`src/rtl/cv32e40n_data_arbiter_if.sv`:
```
// OBI-style data port bundle (req/gnt/rvalid plus request and response fields).
// "master" is the side that issues requests; "slave" is the side that answers them.
interface cv32e40n_data_arbiter_if;
   logic        req;
   logic [31:0] addr;
   logic        we;
   logic [3:0]  be;
   logic [31:0] wdata;
   logic        gnt;
   logic        rvalid;
   logic [31:0] rdata;

   modport master (output req, addr, we, be, wdata, input gnt, rvalid, rdata);
   modport slave  (input req, addr, we, be, wdata, output gnt, rvalid, rdata);
endinterface

```
`src/rtl/cv32e40n_data_arbiter.sv`:
```
// Round-robin arbiter from the LSU (m1) and NVPE (m2) to one data memory (s1).
// It locks the selection while a request stalls and routes each response back through an ID FIFO.
module cv32e40n_data_arbiter #(
   parameter int MAX_OUTSTANDING = 2,
   parameter bit M1_FIRST        = 1'b1
) (
   input  logic                          clk_i,
   input  logic                          rst_i,
   cv32e40n_data_arbiter_if.slave        m1,
   cv32e40n_data_arbiter_if.slave        m2,
   cv32e40n_data_arbiter_if.master       s1,
   output logic [2:0]                    outstanding_o,
   output logic                          err_o
);

   localparam logic       SEL_M1   = 1'b0;
   localparam logic       SEL_M2   = 1'b1;
   localparam logic [2:0] MAX_CNT  = 3'(MAX_OUTSTANDING);
   localparam logic [1:0] LAST_PTR = 2'(MAX_OUTSTANDING - 1);

   logic       last_m_q, last_m_d;
   logic       hold_q, hold_d;
   logic       hold_m_q, hold_m_d;
   logic       err_q, err_d;
   logic [3:0] fifo_q, fifo_d;
   logic [1:0] head_q, head_d;
   logic [1:0] tail_q, tail_d;
   logic [2:0] count_q, count_d;

   logic sel, sel_req, full, req_s1, push, pop, head_id;

   function automatic logic [1:0] ptr_inc(input logic [1:0] ptr);
      return (ptr == LAST_PTR) ? 2'd0 : ptr + 2'd1;
   endfunction

   // A stalled request keeps its master until granted; otherwise alternate on contention.
   always_comb begin
      sel = SEL_M1;
      if (hold_q)                 sel = hold_m_q;
      else if (m1.req && m2.req)  sel = ~last_m_q;
      else if (m2.req)            sel = SEL_M2;
   end

   // Full uses the registered count, so a same-cycle response never frees a slot early.
   assign full    = (count_q >= MAX_CNT);
   assign sel_req = (sel == SEL_M2) ? m2.req : m1.req;
   assign req_s1  = sel_req & ~full & ~rst_i;
   assign push    = req_s1 & s1.gnt;
   assign head_id = fifo_q[head_q];
   assign pop     = s1.rvalid & (count_q != 3'd0) & ~rst_i;

   assign s1.req   = req_s1;
   assign s1.addr  = (sel == SEL_M2) ? m2.addr  : m1.addr;
   assign s1.we    = (sel == SEL_M2) ? m2.we    : m1.we;
   assign s1.be    = (sel == SEL_M2) ? m2.be    : m1.be;
   assign s1.wdata = (sel == SEL_M2) ? m2.wdata : m1.wdata;

   assign m1.gnt    = push & (sel == SEL_M1);
   assign m2.gnt    = push & (sel == SEL_M2);
   assign m1.rvalid = pop & (head_id == SEL_M1);
   assign m2.rvalid = pop & (head_id == SEL_M2);
   assign m1.rdata  = s1.rdata;
   assign m2.rdata  = s1.rdata;

   assign outstanding_o = count_q;
   assign err_o         = err_q;

   always_comb begin
      // NOTE: every next-state signal gets a default first so no path leaves it unassigned (no latches).
      last_m_d = last_m_q;
      hold_d   = 1'b0;
      hold_m_d = hold_m_q;
      err_d    = err_q;
      fifo_d   = fifo_q;
      head_d   = head_q;
      tail_d   = tail_q;

      if (push) begin
         fifo_d[tail_q] = sel;
         tail_d         = ptr_inc(tail_q);
         last_m_d       = sel;
      end else if (req_s1) begin
         hold_d   = 1'b1;
         hold_m_d = sel;
      end

      if (pop) head_d = ptr_inc(head_q);
      if (s1.rvalid && count_q == 3'd0) err_d = 1'b1;

      count_d = count_q + {2'b00, push} - {2'b00, pop};
   end

   // NOTE: state registers use non-blocking assignments so every flop samples pre-edge values.
   always_ff @(posedge clk_i) begin
      if (rst_i) begin
         last_m_q <= M1_FIRST ? SEL_M2 : SEL_M1;
         hold_q   <= 1'b0;
         hold_m_q <= SEL_M1;
         err_q    <= 1'b0;
         head_q   <= 2'd0;
         tail_q   <= 2'd0;
         count_q  <= 3'd0;
      end else begin
         last_m_q <= last_m_d;
         hold_q   <= hold_d;
         hold_m_q <= hold_m_d;
         err_q    <= err_d;
         head_q   <= head_d;
         tail_q   <= tail_d;
         count_q  <= count_d;
      end
   end

   // NOTE: FIFO payload is not reset; entries are only read while count_q marks them valid.
   always_ff @(posedge clk_i) begin
      fifo_q <= fifo_d;
   end

endmodule

```
`src/flat_wrapper.sv`:
```
// flat-port wrapper written by rule: the top's interface ports become plain ports
module cv32e40n_data_arbiter_flat 
#(
   parameter int MAX_OUTSTANDING = 2,
   parameter bit M1_FIRST        = 1'b1
)
  (clk_i, rst_i, outstanding_o, err_o, m1_req, m1_addr, m1_we, m1_be, m1_wdata, m1_gnt, m1_rvalid, m1_rdata, m2_req, m2_addr, m2_we, m2_be, m2_wdata, m2_gnt, m2_rvalid, m2_rdata, s1_req, s1_addr, s1_we, s1_be, s1_wdata, s1_gnt, s1_rvalid, s1_rdata);
  cv32e40n_data_arbiter_if m1_i ();
  cv32e40n_data_arbiter_if m2_i ();
  cv32e40n_data_arbiter_if s1_i ();
  input  logic clk_i;
  input  logic rst_i;
  output logic [2:0] outstanding_o;
  output logic err_o;
  input wire logic [$bits(m1_i.req)-1:0] m1_req;
  input wire logic [$bits(m1_i.addr)-1:0] m1_addr;
  input wire logic [$bits(m1_i.we)-1:0] m1_we;
  input wire logic [$bits(m1_i.be)-1:0] m1_be;
  input wire logic [$bits(m1_i.wdata)-1:0] m1_wdata;
  output wire logic [$bits(m1_i.gnt)-1:0] m1_gnt;
  output wire logic [$bits(m1_i.rvalid)-1:0] m1_rvalid;
  output wire logic [$bits(m1_i.rdata)-1:0] m1_rdata;
  input wire logic [$bits(m2_i.req)-1:0] m2_req;
  input wire logic [$bits(m2_i.addr)-1:0] m2_addr;
  input wire logic [$bits(m2_i.we)-1:0] m2_we;
  input wire logic [$bits(m2_i.be)-1:0] m2_be;
  input wire logic [$bits(m2_i.wdata)-1:0] m2_wdata;
  output wire logic [$bits(m2_i.gnt)-1:0] m2_gnt;
  output wire logic [$bits(m2_i.rvalid)-1:0] m2_rvalid;
  output wire logic [$bits(m2_i.rdata)-1:0] m2_rdata;
  output wire logic [$bits(s1_i.req)-1:0] s1_req;
  output wire logic [$bits(s1_i.addr)-1:0] s1_addr;
  output wire logic [$bits(s1_i.we)-1:0] s1_we;
  output wire logic [$bits(s1_i.be)-1:0] s1_be;
  output wire logic [$bits(s1_i.wdata)-1:0] s1_wdata;
  input wire logic [$bits(s1_i.gnt)-1:0] s1_gnt;
  input wire logic [$bits(s1_i.rvalid)-1:0] s1_rvalid;
  input wire logic [$bits(s1_i.rdata)-1:0] s1_rdata;
  assign m1_i.req = m1_req;
  assign m1_i.addr = m1_addr;
  assign m1_i.we = m1_we;
  assign m1_i.be = m1_be;
  assign m1_i.wdata = m1_wdata;
  assign m1_gnt = m1_i.gnt;
  assign m1_rvalid = m1_i.rvalid;
  assign m1_rdata = m1_i.rdata;
  assign m2_i.req = m2_req;
  assign m2_i.addr = m2_addr;
  assign m2_i.we = m2_we;
  assign m2_i.be = m2_be;
  assign m2_i.wdata = m2_wdata;
  assign m2_gnt = m2_i.gnt;
  assign m2_rvalid = m2_i.rvalid;
  assign m2_rdata = m2_i.rdata;
  assign s1_req = s1_i.req;
  assign s1_addr = s1_i.addr;
  assign s1_we = s1_i.we;
  assign s1_be = s1_i.be;
  assign s1_wdata = s1_i.wdata;
  assign s1_i.gnt = s1_gnt;
  assign s1_i.rvalid = s1_rvalid;
  assign s1_i.rdata = s1_rdata;
  cv32e40n_data_arbiter #(.MAX_OUTSTANDING(MAX_OUTSTANDING), .M1_FIRST(M1_FIRST)) u_core (.clk_i(clk_i), .rst_i(rst_i), .m1(m1_i), .m2(m2_i), .s1(s1_i), .outstanding_o(outstanding_o), .err_o(err_o));
endmodule
```
`config.mk`:
```
export PLATFORM = sky130hd
export DESIGN_NAME = cv32e40n_data_arbiter_flat
export DESIGN_NICKNAME = d
export VERILOG_FILES = /design/src/rtl/cv32e40n_data_arbiter_if.sv /design/src/rtl/cv32e40n_data_arbiter.sv /design/src/flat_wrapper.sv
export SDC_FILE = /design/constraint.sdc
export NUM_CORES = 1
export LEC_CHECK = 0
export ABC_AREA = 1
export BUFFER_PORTS_ARGS = -buffer_cell sky130_fd_sc_hd__buf_4
export CORE_AREA = 2 2 122 124
export CTS_CLUSTER_SIZE = 8
export DETAILED_ROUTE_END_ITERATION = 6
export DIE_AREA = 0 0 124 126
export SETUP_SLACK_MARGIN = 0.2
export SYNTH_ARGS = -nofsm -noshare
export SYNTH_HDL_FRONTEND = slang
export SYNTH_SLANG_ARGS = --single-unit
```
`constraint.sdc`:
```
create_clock -name clk_i -period 5.31 [get_ports clk_i]
set_input_delay 1.062 -clock clk_i [delete_from_list [all_inputs] [get_ports clk_i]]
set_output_delay 1.062 -clock clk_i [all_outputs]
set_load 0.005 [all_outputs]
```
==> run summary <==
From synthesis to final layout, the design area changed by 69.32%. Wire length per cell: 10.97 µm. The run gives 16.40% as the sequential fraction of the synthesis area. The post-CTS setup buffer count was 0; the post-synthesis share of cell area spent on xor and xnor gates was 0.4219%. The via count of the first global-routing pass is 2337. The floorplan step defined a die boundary enclosing 15620 µm².

Max-cap violations in this run came to 0. In the routed layout, each cell is associated on average with a via count of 3.698. The synthesized netlist devotes 2.773% of its cell area to adder and majority cells. The logs give 2076 µm² for the post-synthesis instance area and 11.49 mm for the global-route wire length before repair. The tools report the highest attainable clock frequency as 286.3 MHz. After the last flow step, the layout net total stands at 708.

The wire length reported by the detailed router is 7.797 mm, and the critical path data arrival time is 2430 ps. For the count of unique library cells instantiated by Yosys, the log shows 22. Setup total negative slack on the finished layout was measured at 0 ps. Required time reported for the critical path endpoint: 4250 ps. Setup repair after global routing left no endpoint under its margin. The run gives 14.50% as the starting density of the core. The worst path needs 3493 ps of the cycle, external delays included.

The via total after detailed routing is 2629. In this run, CTS created clock tree buffers numbering 3. The most numerous cell type found on the critical path is sky130_fd_sc_hd__buf_4. For the final database, setup skew stands at 1.960 ps.

The floorplan step set the die width to 124 µm. The core area was 14310 µm². Hold repair after CTS inserted 0 buffers.

The number of placed instances, taps included, is 707. For this design the static power due to leakage is 2.093 nW. In this run the most critical hold path is launched from u_core.head_q[1]. After technology mapping, the gate count stands at 378. The logs give 0 for the count of final setup violators and 24.55% for the final cell utilization of the core. The transition time at the pin with the least slew margin came out at 741.4 ps. The clock input transition at the sequential cells of the worst setup and hold paths is 50 ps, and the count of antenna diodes in the layout is 0. The area fraction in and, or, nand and nor cells after synthesis was 48.10%. The synthesized design devotes to its leading area cell type 39.96% of total area.

The synthesized netlist devotes 0.9644% of its cell area to compound gates. Residual DRC count: 0. For the depth of the CTS H-tree, the log shows 1. The logs give 0 for the number of hold violations in the final report and 0.09648 mV for the peak ir drop on the vdd network. Initial antenna violation count: 0. The dominant combinational cell family by area after synthesis was simple AND/OR/NAND/NOR gates.

The tools report the global route total overflow as 0. The logs give 102 for the initial DRC count and 2 for the maximum clock insertion buffer count. In this run the worst setup path begins at m1_req. The cell area reported after detailed placement was 3436 µm². Measured against the total synthesized area, the mux share comes to 0%. Measured against its own limit, the worst slew margin works out to 50.57%.

TritonCTS built the clock tree. The startpoint type of the worst setup path is an input port. The maximum fanout count along the critical path is 75. The largest total area in the synthesized netlist belongs to sky130_fd_sc_hd__nand2_1. After synthesis, the cell types taking the most area are sky130_fd_sc_hd__nand2_1 40%, sky130_fd_sc_hd__buf_4 23%, sky130_fd_sc_hd__dfxtp_1 11%. The die is 126 µm tall. The average cell area after synthesis works out to 5.491 µm².

The worst setup path is captured at an output port. The number of I/O port buffers came out at 221. The critical path in this run is classified as input port to output port.

The post-layout instance count excluding filler cells came out at 711. Number of nets with antenna violations after routing: 0. In the layout the commonest cells are 222 x sky130_fd_sc_hd__buf_4, 221 x sky130_fd_sc_hd__nand2_1, 23 x sky130_fd_sc_hd__inv_1, 11 x sky130_fd_sc_hd__nor2_1, 11 x sky130_fd_sc_hd__dfxtp_1. Buffer cell driving the clock tree root: sky130_fd_sc_hd__clkbuf_16. For this design the ratio of total power to cell area is 208.2 nW/µm². Of the cells placed in the final design, the portion with a size suffix greater than 1 is 44.40%.

The post-route cell area was 3515 µm²; the row count was 44. In this run, synthesis produced a sequential element count of 15. Detailed placement ended at an HPWL of 6.487 mm. The final weighted congestion in routability-driven placement is 0.7509, and the first-pass detailed-route iteration total is 4. The cell type of the slowest stage on the worst timing path is sky130_fd_sc_hd__buf_4. The run gives 9.174% as the total global-route track usage. The tools report the number of ports placed on the die boundary as 318. In this design, the stage delay of the slowest critical-path cell is 590 ps. The setup check on the worst reg-to-reg path leaves a slack of 3300 ps. After clock tree synthesis, the repair step resized 0 gates. The flow ran to the end, and the final reports show no timing, DRC or antenna violations. The launch point of the worst reg-to-reg path is u_core.outstanding_o[1]. The net count of the mapped netlist is 558, and the clock latency at the later pin of the worst-skew pair is 240 ps. The library cell used most frequently in the layout, excluding fill and tap cells, is sky130_fd_sc_hd__buf_4. The largest net degree at the start of global routing was 76. The signal on the critical path passes through buf_4 -> nand2_1 -> nand3_2 -> nand2_2 -> buf_4 -> nand4_1 -> inv_1 -> buf_4. CTS sink count: 15. The final count of pins violating max slew was 0. The worst path uses 65.79% of the clock period.

The count of synthesis-stage warnings from yosys is 0. The min-delay analysis places its worst path in the category flop to flop.
-- final timing paths --
path              depth (start not counted)                       to
hold / removal                            2         u_core.head_q[1]
setup reg to reg                         11  u_core.outstanding_o[2]
setup / recovery                          8                   m2_gnt
hold reg to reg                           2         u_core.head_q[1]
-- critical path, delay by kind of cell --
kind	cells	cell delay, ps
buffers and inverters	4	920
AND/OR/NAND/NOR	4	450
-- kinds of logic after synthesis --
group | Yosys count
simple gates | 251
compound gates | 4
flops | 15
fa+ha+maj | 4
xor+xnor | 1
buf+inv | 103
-- metal layers --
metal  GRT usage, %  vias to the layer above  share of wire, %
met5              0                        -                 0
met2          14.84                      147                48
met4          3.569                        0               2.2
met3          2.853                       22                10
li1               -                     1363                 -
met1          11.29                     1097                40
-- flip-flops by register name, summed over array words and instances (netlist names) --
register and flops:
u_core.err_o 1, u_core.fifo_q 4, u_core.head_q 2, u_core.hold_m_q 1, u_core.hold_q 1, u_core.last_m_q 1, u_core.outstanding_o 3, u_core.tail_q 2
-- cell type report --
class,count,area (µm²)
well taps,184,230.2
clock buffers,4,78.83
multi-input cells,260,1085
repair buffers,223,1687
flip-flops and latches,15,340.3
inverters,25,93.84
fillers,1644,10800
-- synthesized netlist by cell type --
| master | count |
|---|---|
| sky130_fd_sc_hd__nand2_1 | 221 |
| sky130_fd_sc_hd__buf_4 | 64 |
| sky130_fd_sc_hd__inv_1 | 23 |
| sky130_fd_sc_hd__buf_2 | 13 |
| sky130_fd_sc_hd__dfxtp_1 | 11 |
| sky130_fd_sc_hd__nor2_1 | 11 |
| sky130_fd_sc_hd__nand3_1 | 7 |
| sky130_fd_sc_hd__edfxtp_1 | 4 |
| sky130_fd_sc_hd__nand4_1 | 4 |
| sky130_fd_sc_hd__a21oi_1 | 3 |
| sky130_fd_sc_hd__ha_1 | 3 |
| sky130_fd_sc_hd__inv_2 | 2 |
| sky130_fd_sc_hd__nand2_2 | 2 |
| sky130_fd_sc_hd__nor3_1 | 2 |
| sky130_fd_sc_hd__buf_6 | 1 |
| sky130_fd_sc_hd__fa_1 | 1 |
| sky130_fd_sc_hd__nand3_2 | 1 |
| sky130_fd_sc_hd__nand3_4 | 1 |
| sky130_fd_sc_hd__nor2_2 | 1 |
| sky130_fd_sc_hd__nor2_4 | 1 |
| sky130_fd_sc_hd__o21ai_0 | 1 |
| sky130_fd_sc_hd__xnor2_1 | 1 |
-- stage by stage --
step | setup WS, ps | power (W) | hold WS (ps)
after floorplan | 2582 | 0.0003789 | 428.7
after global placement | 1779 | 0.0005921 | 437.7
after detailed placement | 1783 | 0.0005942 | 446.1
after CTS | 1791 | 0.0007454 | 452.9
after global routing | 1657 | 0.0008045 | 462.4
final | 1817 | 0.0007318 | 454.4
-- report_power, final --
part           switching, W  internal (W)  leakage, nW
Clock             0.0000450      0.000102       0.0382
Combinational      0.000203      0.000237         1.93
Sequential        0.0000104      0.000136        0.127
Total              0.000258      0.000474         2.09
(Power assumes the default switching activity.)
